## config.mk

```make
export PLATFORM = sky130hd
export DESIGN_NAME = multiplier_booth_r4_flat
export DESIGN_NICKNAME = d
export VERILOG_FILES = /design/src/rtl/multiplier_booth_r4_pkg.sv /design/src/rtl/multiplier_booth_r4_if.sv /design/src/rtl/multiplier_booth_r4_booth_r4_encoder.sv /design/src/rtl/multiplier_booth_r4.sv /design/src/flat_wrapper.sv
export SDC_FILE = /design/constraint.sdc
export NUM_CORES = 1
export LEC_CHECK = 0
export ABC_CLOCK_PERIOD_IN_PS = 3400
export BUFFER_PORTS_ARGS = -buffer_cell sky130_fd_sc_hd__buf_2
export CAP_MARGIN = 20
export CORE_UTILIZATION = 40
export DETAILED_ROUTE_END_ITERATION = 12
export PLACE_DENSITY = 0.6
export SLEW_MARGIN = 30
export SYNTH_ARGS = -nofsm -noshare
export SYNTH_HDL_FRONTEND = slang
export SYNTH_SLANG_ARGS = --single-unit
```

## constraint.sdc

```tcl
create_clock -name clk -period 3.4 [get_ports clk]
set_clock_uncertainty 0.05 [all_clocks]
set_input_delay 0.17 -clock clk [delete_from_list [all_inputs] [get_ports clk]]
set_output_delay 0.17 -clock clk [all_outputs]
set_load 0.01 [all_outputs]
```

## src/rtl/multiplier_booth_r4_pkg.sv

```systemverilog
// Shared definitions for the radix-4 Booth multiplier: default operand width,
// controller states and the Booth digit set with its triplet decoder.
package multiplier_booth_r4_pkg;

  localparam int DEFAULT_WIDTH = 16;

  typedef enum logic [1:0] {
    ST_INIT,
    ST_IDLE,
    ST_BUSY
  } state_t;

  typedef enum logic [2:0] {
    DIG_ZERO,
    DIG_POS1,
    DIG_POS2,
    DIG_NEG1,
    DIG_NEG2
  } booth_digit_t;

  // Map a multiplier triplet {y[2i+1], y[2i], y[2i-1]} to its Booth digit.
  function automatic booth_digit_t decode_triplet(input logic [2:0] triplet);
    booth_digit_t digit;
    case (triplet)
      3'b001, 3'b010: digit = DIG_POS1;
      3'b011:         digit = DIG_POS2;
      3'b100:         digit = DIG_NEG2;
      3'b101, 3'b110: digit = DIG_NEG1;
      default:        digit = DIG_ZERO;
    endcase
    return digit;
  endfunction

endpackage

```

## src/rtl/multiplier_booth_r4_if.sv

```systemverilog
// Operand/result bundle of the Booth multiplier. The master supplies X/Y and
// watches ready/valid/R; the slave is the multiplier itself.
interface multiplier_booth_r4_if
  import multiplier_booth_r4_pkg::*;
#(
  parameter int WIDTH = DEFAULT_WIDTH
) ();

  logic                      ready;
  logic                      valid;
  logic signed [2*WIDTH-1:0] R;
  logic signed [WIDTH-1:0]   X;
  logic signed [WIDTH-1:0]   Y;

  modport master (
    output X,
    output Y,
    input  ready,
    input  valid,
    input  R
  );

  modport slave (
    input  X,
    input  Y,
    output ready,
    output valid,
    output R
  );

endinterface

```

## src/rtl/multiplier_booth_r4_booth_r4_encoder.sv

```systemverilog
// Radix-4 Booth partial-product selector: turns one multiplier triplet and the
// multiplicand into 0, +-M or +-2M, sign-extended to 2*WIDTH+2 bits so that
// -2M of the most negative multiplicand is still representable.
module booth_r4_encoder
  import multiplier_booth_r4_pkg::*;
#(
  parameter int WIDTH = DEFAULT_WIDTH
) (
  input  logic [2:0]               triplet,
  input  logic signed [WIDTH-1:0]  mcand,
  output logic signed [2*WIDTH+1:0] pp
);

  logic signed [2*WIDTH+1:0] m_ext;
  booth_digit_t              digit;

  assign m_ext = {{(WIDTH+2){mcand[WIDTH-1]}}, mcand};
  assign digit = decode_triplet(triplet);

  // Select the signed multiple of the multiplicand named by the Booth digit.
  always_comb begin
    pp = '0;
    case (digit)
      DIG_POS1: pp = m_ext;
      DIG_POS2: pp = m_ext <<< 1;
      DIG_NEG1: pp = -m_ext;
      DIG_NEG2: pp = -(m_ext <<< 1);
      default:  pp = '0;
    endcase
  end

endmodule

```

## src/rtl/multiplier_booth_r4.sv

```systemverilog
// Self-timed sequential signed WIDTHxWIDTH multiplier, one radix-4 Booth digit
// per cycle, LSB first. Operands load whenever the block is idle; a product
// appears WIDTH/2 cycles later together with a one-cycle valid pulse.
module multiplier_booth_r4
  import multiplier_booth_r4_pkg::*;
#(
  parameter int WIDTH = DEFAULT_WIDTH
) (
  input  logic                clk,
  input  logic                rst,
  multiplier_booth_r4_if.slave bus
);

  localparam int             CW    = $clog2(WIDTH/2 + 1);
  localparam logic [CW-1:0]  STEPS = CW'(WIDTH/2);
  localparam logic [CW-1:0]  LAST  = CW'(1);

  state_t                    state_q, state_d;
  logic signed [WIDTH-1:0]   mcand_q, mcand_d;
  logic signed [WIDTH:0]     mplier_q, mplier_d;
  logic signed [2*WIDTH+1:0] acc_q, acc_d;
  logic [CW-1:0]             count_q, count_d;
  logic                      ready_q, ready_d;
  logic                      valid_q, valid_d;
  logic signed [2*WIDTH-1:0] r_q, r_d;

  logic signed [2*WIDTH+1:0] pp;
  logic signed [2*WIDTH+1:0] acc_step;

  booth_r4_encoder #(.WIDTH(WIDTH)) u_encoder (
    .triplet (mplier_q[2:0]),
    .mcand   (mcand_q),
    .pp      (pp)
  );

  // Partial products enter at bit WIDTH and the accumulator shifts right two
  // places per digit, so after WIDTH/2 steps digit i sits at weight 4^i and
  // no nonzero bit is ever shifted out the bottom.
  always_comb begin
    acc_step = (acc_q + (pp <<< WIDTH)) >>> 2;
  end

  // Controller: idle loads operands, busy retires one digit per cycle and
  // publishes the product on the final digit.
  always_comb begin
    state_d  = state_q;
    mcand_d  = mcand_q;
    mplier_d = mplier_q;
    acc_d    = acc_q;
    count_d  = count_q;
    ready_d  = ready_q;
    valid_d  = valid_q;
    r_d      = r_q;
    case (state_q)
      ST_INIT: begin
        state_d = ST_IDLE;
        ready_d = 1'b1;
      end
      ST_IDLE: begin
        mcand_d  = bus.X;
        mplier_d = {bus.Y, 1'b0};
        acc_d    = '0;
        count_d  = STEPS;
        ready_d  = 1'b0;
        valid_d  = 1'b0;
        state_d  = ST_BUSY;
      end
      ST_BUSY: begin
        acc_d    = acc_step;
        mplier_d = mplier_q >>> 2;
        count_d  = count_q - 1'b1;
        if (count_q == LAST) begin
          r_d     = acc_step[2*WIDTH-1:0];
          valid_d = 1'b1;
          ready_d = 1'b1;
          state_d = ST_IDLE;
        end
      end
      default: state_d = ST_INIT;
    endcase
  end

  // State and datapath registers; reset aborts any operation in flight.
  always_ff @(posedge clk or negedge rst) begin
    if (!rst) begin
      state_q  <= ST_INIT;
      mcand_q  <= '0;
      mplier_q <= '0;
      acc_q    <= '0;
      count_q  <= '0;
      ready_q  <= 1'b0;
      valid_q  <= 1'b0;
      r_q      <= '0;
    end else begin
      state_q  <= state_d;
      mcand_q  <= mcand_d;
      mplier_q <= mplier_d;
      acc_q    <= acc_d;
      count_q  <= count_d;
      ready_q  <= ready_d;
      valid_q  <= valid_d;
      r_q      <= r_d;
    end
  end

  assign bus.ready = ready_q;
  assign bus.valid = valid_q;
  assign bus.R     = r_q;

endmodule

```

## src/flat_wrapper.sv

```systemverilog
// flat-port wrapper written by rule: the top's interface ports become plain ports
module multiplier_booth_r4_flat import multiplier_booth_r4_pkg::*;
#(
  parameter int WIDTH = DEFAULT_WIDTH
)
  (clk, rst, bus_X, bus_Y, bus_ready, bus_valid, bus_R);
  multiplier_booth_r4_if #(.WIDTH(WIDTH)) bus_i ();
  input  logic clk;
  input  logic rst;
  input wire logic [$bits(bus_i.X)-1:0] bus_X;
  input wire logic [$bits(bus_i.Y)-1:0] bus_Y;
  output wire logic [$bits(bus_i.ready)-1:0] bus_ready;
  output wire logic [$bits(bus_i.valid)-1:0] bus_valid;
  output wire logic [$bits(bus_i.R)-1:0] bus_R;
  assign bus_i.X = bus_X;
  assign bus_i.Y = bus_Y;
  assign bus_ready = bus_i.ready;
  assign bus_valid = bus_i.valid;
  assign bus_R = bus_i.R;
  multiplier_booth_r4 #(.WIDTH(WIDTH)) u_core (.clk(clk), .rst(rst), .bus(bus_i));
endmodule
```

==> qor.yml <==
place.gp.congestion: 0.875
ir_drop_mv: 0.271
cp-end-kind: "register"
yosys.area_share.simple_pct: 14.8
path_common_cell: "a21oi_1"
period_share_pct: 102
syn-num-nets: 707
leakagePower_nw: 3.70
placed_cells: 933
synthAdderAreaFrac_pct: 5.45
dp_hpwl_um: 10800
avgSynthCellArea_um2: 9.07
die_y_um: 123
ys_ff_latch: 103
antenna_cells: 0
drive_above_1_share_pct: 33.0
start_util_pct: 41.7
setup_viol: 6
cts_buffer_depth: 2
drt_iter0_drc: 304
cts_tree: "built"
ys_seq_area_share_pct: 43.8
synth_xor_area_share_pct: 4.32
synthArstFlopShare_pct: 100
drv_slew: 0
ioPinCount: 68
clock.fmax_ghz: 0.288
drc: 0
vias_per_cell: 5.32
tightest_slew_ns: 0.788
clkTransAtPathRegs_ns: 0.07
yosys_warnings: 0
area_delta_synth_final_pct: 33.9
final_cells: 979
cts_buffers: 9
vias: 5213
layout.cells.most_common: "dfrtp_1"
wire_per_inst_um: 15.9
rows: 43
cap_viol_max_count: 0
fin_ws_ns: -0.0677
clk-insertion-delay-late_ns: 0.36
violations: "negative setup slack"
hp-class: "in -> reg"
grt_max_degree: 55
relSlewSlack_pct: 47.4
synth_cells: 648
wl_um: 15500
htree_levels: 3
rsz0062_at_grt: "true"
io_buffers: 67
power_density_nw_per_um2: 613
fin_nets: 853
synth_top_family_by_area: "compound AO/OA/AOI/OAI gates"
die_area_um2: 15200
antenna_found_initial: 0
drtPass1Iterations: 5
critical_path.max_fanout: 3
antenna_left: 0
cts.sinks: 103
grt.overflow.total: 0
min_period_ns: 3.47
grt_pass1_wl_um: 25300
syn-cell-area_um2: 5880
start_kind: "register"
place_ws_ns: -0.158
synthMuxAreaShare_pct: 7.02
grt_usage_pct: 21.8
slowest_stage: "dfrtp_1"
cpPeakStageDelay_ns: 0.40
required_ns: 3.58
dieWidth_um: 123
place_area_um2: 6920
status: "finished with violations"
final_area_um2: 7870
final_cell_mix: "dfrtp_1 (102), buf_4 (87), nand2_1 (67)"
synth_edf_count: 0
cts_root_buf: "clkbuf_16"
hold_violations: 0
synth-compound-area-share_pct: 19.4
grt_pass1_vias: 5100
arrival_ns: 3.65
path_cells: "inv_2 -> ha_4 -> nor3b_4 -> nand2_1 -> or3_4 -> xnor2_2 -> nor2_1 -> a21oi_1 -> a21oi_1 -> ha_1 -> and3_4 -> a31oi_4 -> o21ai_4 -> a311oi_2 -> a31oi_1 -> xnor2_1 -> o21ai_1"
ys_types: 58
core_area_um2: 14100
worstSetupPathType: "reg -> reg"
synth_flop_cell: "dfrtp_1"
[worst paths after layout]
path	start	endpoint	slack [ns]	cells past startpoint
setup / recovery	u_core.mcand_q[1]$_DFFE_PN0P_	u_core.bus.R[31]$_DFFE_PN0P_	-0.07	17
max in group asynchronous	rst	u_core.mcand_q[2]$_DFFE_PN0P_	2.07	3
hold / removal	bus_Y[10]	u_core.mplier_q[11]$_DFFE_PN0P_	0.06	3
setup reg to reg	u_core.mcand_q[1]$_DFFE_PN0P_	u_core.bus.R[31]$_DFFE_PN0P_	-0.07	17
hold reg to reg	u_core.bus.R[20]$_DFFE_PN0P_	u_core.bus.R[20]$_DFFE_PN0P_	0.42	2
min in group asynchronous	rst	u_core.mplier_q[14]$_DFFE_PN0P_	0.34	2
[where the power goes]
group	switching [mW]	internal, mW
combinational	1.04	0.993
clock	0.513	0.592
sequential	0.177	1.51
total	1.73	3.10
[sequential cells by signal, summed over array words and instances, names as in the netlist]
name and cells:
u_core.bus.R 32, u_core.acc_q 30, u_core.mplier_q 17, u_core.mcand_q 16
u_core.count_q 4, u_core.state_q 2, u_core.bus.ready 1, u_core.bus.valid 1
[synthesized netlist by cell type (all sizes together), types with 3 or more instances]
cell type / count / area (µm²)
dfrtp: 103 / 2580
o21ai: 83 / 415
nand2: 72 / 270
nor2: 44 / 165
a21oi: 41 / 205
inv: 35 / 131
clkbuf: 30 / 113
ha: 24 / 300
mux2i: 21 / 210
nand3: 21 / 110
mux2: 16 / 180
xnor2: 15 / 131
xor2: 14 / 123
a21o: 11 / 82.6
buf: 11 / 51.3
nor3: 11 / 65.1
o2bb2ai: 10 / 87.6
o22ai: 7 / 43.8
a211oi: 6 / 45.0
a31oi: 6 / 37.5
or3: 6 / 37.5
a22oi: 5 / 37.5
nor2b: 5 / 31.3
o31ai: 5 / 37.5
nand2b: 4 / 25.0
nand4: 4 / 25.0
nor4: 4 / 40.0
a221oi: 3 / 32.5
and3: 3 / 18.8
o21a: 3 / 22.5
[routing by layer]
metal	track usage, %	part of all wire (%)
met2	34.7	48
met1	29.5	47
met5	0	0
met3	3.92	3.3
met4	7.68	1.8
[worst max-delay path, delay by kind of cell (launching register included)]
family | cells | cell delay [ns]
AOI/OAI and AO/OA | 7 | 1.02
xor gates and xnor gates | 2 | 0.40
adders and majority gates | 2 | 0.49
buffers and inverters | 1 | 0.09
DFF | 1 | 0.40
and+or+nand+nor | 5 | 0.90
[cell type report]
cell class | instances | area [µm²]
Fill cell | 1278 | 6220
Clock buffer | 9 | 225
Clock inverter | 7 | 92.6
Multi-Input combinational cell | 467 | 3380
Tap cell | 180 | 225
Sequential cell | 103 | 2580
Inverter | 37 | 139
Timing Repair Buffer | 176 | 1230
[logic make-up after synthesis]
kind of cell / after synthesis
and+or+nand+nor: 184
adders and majority gates: 25
buffers and inverters: 78
muxes: 38
DFF: 103
AOI/OAI and AO/OA: 191
xor gates and xnor gates: 29
[stage by stage]
stage               hold slack (ns)  setup TNS (ns)  total power [mW]  util (%)
floorplan                    -0.176        -0.00420              2.70         -
global placement              0.205           -1.09              3.35      49.1
detailed placement            0.214           -1.71              3.40      49.1
CTS                          0.0499         -0.0105              4.64      54.0
global route                 0.0534           -2.82              5.16      55.9
finish                       0.0618          -0.204              4.83      55.9
[repair_timing]
action                     CTS  global route
hold endpoints to repair    69             0
gates resized for setup     38            50
hold buffers                18             0
setup endpoints to repair   19            22
gates cloned                 0             0
setup buffers                5             8
pin swaps                   31            32
Power figures use the tool's default switching activity.
